## config.mk

```make
export PLATFORM = sky130hd
export DESIGN_NAME = hdlc_rx_frame_ctrl
export DESIGN_NICKNAME = d
export VERILOG_FILES = /design/src/rtl/hdlc_rx_frame_ctrl.sv
export SDC_FILE = /design/constraint.sdc
export NUM_CORES = 1
export LEC_CHECK = 0
export CORE_ASPECT_RATIO = 2
export CORE_MARGIN = 8
export CORE_UTILIZATION = 45
export DETAILED_ROUTE_END_ITERATION = 16
export PLACE_DENSITY = 0.68
export SLEW_MARGIN = 15
export SYNTH_ARGS = -nofsm -noshare
export SYNTH_HDL_FRONTEND = slang
export SYNTH_SLANG_ARGS = --single-unit
```

## constraint.sdc

```tcl
create_clock -name Clk -period 3.2 [get_ports Clk]
set_input_delay 0.32 -clock Clk [delete_from_list [all_inputs] [get_ports Clk]]
set_output_delay 0.32 -clock Clk [all_outputs]
set_load 0.03 [all_outputs]
```

## src/rtl/hdlc_rx_frame_ctrl.sv

```systemverilog
// -----------------------------------------------------------------------------
// hdlc_rx_frame_ctrl
//
// Receive-side frame controller for an HDLC datapath. Bytes of an incoming
// frame are written into an internal buffer. On end-of-frame the trailing FCS
// bytes are stripped, and a good frame is held for the CPU, which reads it out
// one byte at a time. Sticky status flags describe the last frame.
//
// Ports
//   Clk              in   single clock, rising edge
//   Rst              in   synchronous reset, active-high
//   Rx_ValidFrame    in   datapath is inside a frame (rising edge = frame start)
//   Rx_WrBuff        in   strobe: Rx_Data holds a received byte
//   Rx_Data[7:0]     in   received byte
//   Rx_EoF           in   end-of-frame pulse
//   Rx_AbortSignal   in   abort-during-frame pulse
//   Rx_FCSerr        in   FCS check result, sampled with Rx_EoF
//   Rd_Req           in   CPU requests the next payload byte
//   Rx_Drop          in   CPU discards the held frame
//   Rd_Data[7:0]     out  payload byte, valid when Rd_Valid=1, else holds
//   Rd_Valid         out  one-cycle read response
//   Rx_Ready         out  a complete good frame is held
//   Rx_FrameSize     out  payload byte count of the held frame
//   Rx_Overflow      out  sticky: bytes lost because the buffer was full
//   Rx_AbortedFrame  out  sticky: last frame was aborted
//   Rx_FrameError    out  sticky: last frame had an FCS error or was too short
//   Rx_Lost          out  sticky: a frame started while a frame was held
//
// Read handshake: Rd_Req is a single-cycle request with no back-pressure. A
// request accepted while a frame is held and unread bytes remain is answered
// by Rd_Valid=1 with Rd_Data exactly one cycle later; any other request (no
// held frame, no bytes left, or together with Rx_Drop) gets no response.
// -----------------------------------------------------------------------------
module hdlc_rx_frame_ctrl #(
  parameter int BUF_DEPTH = 128,
  parameter int FCS_BYTES = 2
) (
  input  logic                         Clk,
  input  logic                         Rst,
  input  logic                         Rx_ValidFrame,
  input  logic                         Rx_WrBuff,
  input  logic [7:0]                   Rx_Data,
  input  logic                         Rx_EoF,
  input  logic                         Rx_AbortSignal,
  input  logic                         Rx_FCSerr,
  input  logic                         Rd_Req,
  input  logic                         Rx_Drop,
  output logic [7:0]                   Rd_Data,
  output logic                         Rd_Valid,
  output logic                         Rx_Ready,
  output logic [$clog2(BUF_DEPTH):0]   Rx_FrameSize,
  output logic                         Rx_Overflow,
  output logic                         Rx_AbortedFrame,
  output logic                         Rx_FrameError,
  output logic                         Rx_Lost
);

  localparam int AW = $clog2(BUF_DEPTH);
  localparam int PW = AW + 1;
  localparam logic [PW-1:0] DEPTH_P = PW'(BUF_DEPTH);
  localparam logic [PW-1:0] FCS_P   = PW'(FCS_BYTES);

  typedef enum logic [1:0] {
    ST_IDLE = 2'd0,
    ST_RECV = 2'd1,
    ST_HOLD = 2'd2
  } state_t;

  state_t          state_q, state_d;
  logic [PW-1:0]   wr_ptr_q, wr_ptr_d;
  logic [PW-1:0]   rd_ptr_q, rd_ptr_d;
  logic [PW-1:0]   size_q, size_d;
  logic [1:0]      lo_cnt_q, lo_cnt_d;
  logic [7:0]      rd_data_q, rd_data_d;
  logic            rd_valid_q, rd_valid_d;
  logic            ready_q, ready_d;
  logic            ovf_q, ovf_d;
  logic            abt_q, abt_d;
  logic            ferr_q, ferr_d;
  logic            lost_q, lost_d;
  logic            vf_q;
  logic            wr_en;

  logic [7:0]      mem [BUF_DEPTH];

  logic            vf_rise;
  logic            wr_room;
  logic [PW-1:0]   wr_cnt;
  logic            rd_last;

  assign vf_rise = Rx_ValidFrame & ~vf_q;
  assign wr_room = (wr_ptr_q < DEPTH_P);
  // Stored byte count including a byte written in the same cycle as Rx_EoF.
  assign wr_cnt  = wr_ptr_q + PW'(Rx_WrBuff & wr_room);
  assign rd_last = (rd_ptr_q == (size_q - PW'(1)));

  always_comb begin
    state_d    = state_q;
    wr_ptr_d   = wr_ptr_q;
    rd_ptr_d   = rd_ptr_q;
    size_d     = size_q;
    lo_cnt_d   = lo_cnt_q;
    rd_data_d  = rd_data_q;
    rd_valid_d = 1'b0;
    ready_d    = ready_q;
    ovf_d      = ovf_q;
    abt_d      = abt_q;
    ferr_d     = ferr_q;
    lost_d     = lost_q;
    wr_en      = 1'b0;

    case (state_q)
      ST_IDLE: begin
        if (vf_rise) begin
          state_d  = ST_RECV;
          wr_ptr_d = '0;
          lo_cnt_d = '0;
          ovf_d    = 1'b0;
          abt_d    = 1'b0;
          ferr_d   = 1'b0;
          lost_d   = 1'b0;
        end
      end

      ST_RECV: begin
        if (Rx_WrBuff) begin
          if (wr_room) begin
            wr_en    = 1'b1;
            wr_ptr_d = wr_ptr_q + PW'(1);
          end else begin
            ovf_d = 1'b1;
          end
        end

        // Cycles spent with Rx_ValidFrame low; a late EoF/abort is still
        // honoured for a short grace period before the frame is abandoned.
        if (Rx_ValidFrame) lo_cnt_d = '0;
        else               lo_cnt_d = lo_cnt_q + 2'd1;

        if (Rx_AbortSignal) begin
          state_d = ST_IDLE;
          abt_d   = 1'b1;
        end else if (Rx_EoF) begin
          if (Rx_FCSerr || (wr_cnt <= FCS_P)) begin
            state_d = ST_IDLE;
            ferr_d  = 1'b1;
          end else begin
            state_d  = ST_HOLD;
            size_d   = wr_cnt - FCS_P;
            rd_ptr_d = '0;
            ready_d  = 1'b1;
          end
        end else if (!Rx_ValidFrame && (lo_cnt_q == 2'd2)) begin
          state_d = ST_IDLE;
        end
      end

      ST_HOLD: begin
        if (vf_rise) lost_d = 1'b1;

        if (Rx_Drop) begin
          state_d = ST_IDLE;
          ready_d = 1'b0;
        end else if (Rd_Req && (rd_ptr_q < size_q)) begin
          rd_valid_d = 1'b1;
          rd_data_d  = mem[rd_ptr_q[AW-1:0]];
          rd_ptr_d   = rd_ptr_q + PW'(1);
          if (rd_last) begin
            state_d = ST_IDLE;
            ready_d = 1'b0;
          end
        end
      end

      default: begin
        state_d = ST_IDLE;
        ready_d = 1'b0;
      end
    endcase
  end

  always_ff @(posedge Clk) begin
    if (Rst) begin
      state_q    <= ST_IDLE;
      wr_ptr_q   <= '0;
      rd_ptr_q   <= '0;
      size_q     <= '0;
      lo_cnt_q   <= '0;
      rd_data_q  <= '0;
      rd_valid_q <= 1'b0;
      ready_q    <= 1'b0;
      ovf_q      <= 1'b0;
      abt_q      <= 1'b0;
      ferr_q     <= 1'b0;
      lost_q     <= 1'b0;
      // Treat the line as already in a frame so a frame that was in progress
      // across reset is not picked up half-way; a fresh rising edge is needed.
      vf_q       <= 1'b1;
    end else begin
      state_q    <= state_d;
      wr_ptr_q   <= wr_ptr_d;
      rd_ptr_q   <= rd_ptr_d;
      size_q     <= size_d;
      lo_cnt_q   <= lo_cnt_d;
      rd_data_q  <= rd_data_d;
      rd_valid_q <= rd_valid_d;
      ready_q    <= ready_d;
      ovf_q      <= ovf_d;
      abt_q      <= abt_d;
      ferr_q     <= ferr_d;
      lost_q     <= lost_d;
      vf_q       <= Rx_ValidFrame;
    end
  end

  // Frame buffer: no reset, contents are only meaningful below wr_ptr.
  always_ff @(posedge Clk) begin
    if (wr_en && !Rst) mem[wr_ptr_q[AW-1:0]] <= Rx_Data;
  end

  assign Rd_Data         = rd_data_q;
  assign Rd_Valid        = rd_valid_q;
  assign Rx_Ready        = ready_q;
  assign Rx_FrameSize    = size_q;
  assign Rx_Overflow     = ovf_q;
  assign Rx_AbortedFrame = abt_q;
  assign Rx_FrameError   = ferr_q;
  assign Rx_Lost         = lost_q;

endmodule

```

==> out/results.tsv <==
metric	value	unit
grt_setup_unrepaired	no	
synth_edf_count	1024	
synth_fa_ha_area_share	0.444	%
drive_above_1_share	26.4	%
grt_pass1_vias	22300	
syn_area_per_cell	19.6	µm²
area_delta_synth_final	15.7	%
clockBufferDepth	3	
finalHoldViolCount	0	
crit_path_max_fanout	16	
reg2reg_from	rd_ptr_q[3]$_SDFFE_PP0P_	
synthSimpleGateAreaFrac	3.81	%
grt.overflow.total	0	
switching_share	19.4	%
drt_wl_total	103	mm
post-route-period-util	92.4	%
final_nets	2469	
synth_top_family_by_area	multiplexers	
core_area	93500	µm²
setup_viol	0	
cp_slowest_cell	dfxtp_1	
synth.distinct_cells	70	
whs	0.105	ns
routedWlPerCell	27.8	µm
mappedNetlistArea	42300	µm²
combPwrFrac	1.1	%
power_density	553	nW/µm²
vias	22100	
seq_area_frac_synth	74.7	%
hpwl	66.2	mm
ys.flop_type	edfxtp_1	
cp_cell_sequence	ha_1 -> and4_1 -> o21ai_0 -> a32oi_1 -> nand2b_1 -> nor2_1 -> a32o_1	
htree_levels	3	
antenna_found_initial	1	
clk_pin_slew_worst_paths	0.07	ns
arrival	3.57	ns
viasPerCell	5.95	
min_path_type	in2reg	
fmax	0.338	GHz
muxShareOfSynthArea	15.4	%
worstSetupPathType	reg2reg	
syn_nets	2188	
async_reset_ff_share	0	%
peakVddDrop	564	µV
holdPathStages	1	
r2r-end	Rd_Data[5]$_SDFFE_PP0P_	
cp-end-kind	register	
synth_area_leaders	edfxtp_1 (73%), mux4_2 (12%), mux2i_1 (3.3%)	
synth_xor_area_share	0.621	%
fin_util	52.4	%
io_buffers	38	
drtAntennaViolNets	0	
cts-root-buf	clkbuf_16	
skew	0.0294	ns
worst_pin_slew	1.16	ns
status	complete, no violations	
cts_tree	done	
grt_pass1_wl	152	mm
grt_max_degree	98	
min_from	Rx_Data[4]	
finalMaxSlewViolations	0	
worst_skew_pair.late_latency	0.68	ns
r2r_setup_slack	0.24	ns
rr_worst_depth	7	
pwr-share-seq	56.5	%
slew_headroom	22.5	%
start_util	45.3	%
ioPinCount	39	
dieWidth	233	µm
cts_made_buffers	94	
track_usage	19.7	%
post_cts_resized	0	
yosys.area.top_type	edfxtp_1	
std_cell_rows	159	
first_pass_iters	5	
setup_tns	0	ns
cts_post_setup_buffers_inserted	0	
cp_slowest_stage_delay	0.94	ns
die_y	450	µm
drtIter0Drc	2341	
cts.sinks	1067	
cp.required	3.81	ns
ys_ff_latch	1067	
die_area	105000	µm²
power.internal	21800	µW
synth_warnings	0	
p_leak	0.0154	µW
synth_compound_area_share	3.28	%
clockPowerShare	42.4	%
holdBufCountCts	0	
holdPathEnd	mem[13][4]$_DFFE_PP_	
synthCells	2156	
drcViolationCount	0	
period_minus_slack	2.96	ns
power_switching	5260	µW
post-synth-top-area-fraction	72.7	%
drv_cap	0	
start_kind	register	
gp_congestion	0.836	
-- area by class of cell --
cell class                      instances  area [µm²]
Clock buffer                          112        2460
Sequential cell                      1067       31600
Timing Repair Buffer                  304        2680
Inverter                               19        71.3
Antenna cell                            1        2.50
Clock inverter                         60         638
Tap cell                             1207        1510
Fill cell                            7296       44500
Multi-Input combinational cell        951        9970
-- kinds of logic after synthesis --
group           after synthesis
buf+inv                     138
fa+ha+maj                    15
mux                         368
compound gates              188
simple gates                350
xor+xnor                     30
flops                      1067
-- placed cells by master (no fill, tap or decap), types with 18 or more instances in the layout --
cell type	n
a21oi_1	29
dfxtp_1	40
edfxtp_1	1024
nand2_1	64
a22oi_1	22
buf_4	248
a221oi_1	22
nand3_1	18
mux4_2	226
mux2i_1	138
o21ai_0	23
clkdlybuf4s50_1	30
buf_12	26
clkinv_2	22
clkbuf_16	96
nor2_1	176
nor2b_1	18
xnor2_1	20
-- metrics by stage --
stage	total power, µW	area [µm²]	std cells	worst slack, ns
floorplan	15600	42300	2156	0.454
global placement	15900	45900	3548	0.152
detailed placement	15900	45900	3548	0.114
CTS	27300	49000	3720	0.202
global route	27700	49000	3720	0.115
finish	27100	49000	3721	0.242
-- registers in the layout (all words and copies together) (netlist names), 2 cells and up --
| register | count |
|---|---|
| Rd_Data | 8 |
| Rx_FrameSize | 8 |
| lo_cnt_q | 2 |
| mem | 1024 |
| rd_ptr_q | 8 |
| state_q | 2 |
| wr_ptr_q | 8 |
-- metal layers --
layer / track usage, % / part of all wire, %
met1: 26.6 / 40
met2: 31.6 / 49
met3: 3.15 / 7.6
met4: 8.45 / 4.1
met5: 0 / 0
-- critical path: cells and delay by family (launching register included) --
kind,cells,cell delay [ns]
flip-flops,1,0.94
AO/OA/AOI/OAI,3,0.48
AND/OR/NAND/NOR,3,1.07
adder cells (fa/ha/maj),1,0.40
-- worst max-delay path by stage --
stage | to | slack, ns | startpoint | depth (start not counted)
final | Rd_Data[5]$_SDFFE_PP0P_ | 0.24 | rd_ptr_q[3]$_SDFFE_PP0P_ | 7
after global routing | Rd_Data[7]$_SDFFE_PP0P_ | 0.12 | rd_ptr_q[0]$_SDFFE_PP0P_ | 6
after CTS | Rd_Data[3]$_SDFFE_PP0P_ | 0.20 | rd_ptr_q[0]$_SDFFE_PP0P_ | 7
after detailed placement | rd_ptr_q[2]$_SDFFE_PP0P_ | 0.11 | Rx_WrBuff | 11
after global placement | Rx_FrameSize[6]$_SDFFE_PP0P_ | 0.15 | Rx_WrBuff | 11
after floorplan | Rd_Data[0]$_SDFFE_PP0P_ | 0.45 | rd_ptr_q[0]$_SDFFE_PP0P_ | 13
-- power by group through the flow --
stage	logic (µW)	registers, µW	clock network, µW
6_report	300	15300	11500
5_1_grt	321	15300	12100
4_1_cts	303	15300	11700
3_5_place_dp	305	15600	0
3_3_place_gp	290	15600	0
2_1_floorplan	26.6	15600	0
-- Yosys cell counts (10+ instances only) --
library cell,instances
xor2_1,10
a221oi_1,22
buf_2,37
o21ai_0,23
a21oi_1,29
inv_1,16
nor3_1,14
mux4_2,226
nand3_1,18
xnor2_1,20
o22ai_1,13
edfxtp_1,1024
clkbuf_1,44
ha_1,15
nor2_1,176
nor2b_1,18
buf_4,19
o221ai_1,14
dfxtp_1,43
nand2_1,64
a22oi_1,22
mux2i_1,138
Power figures use the tool's default switching activity.
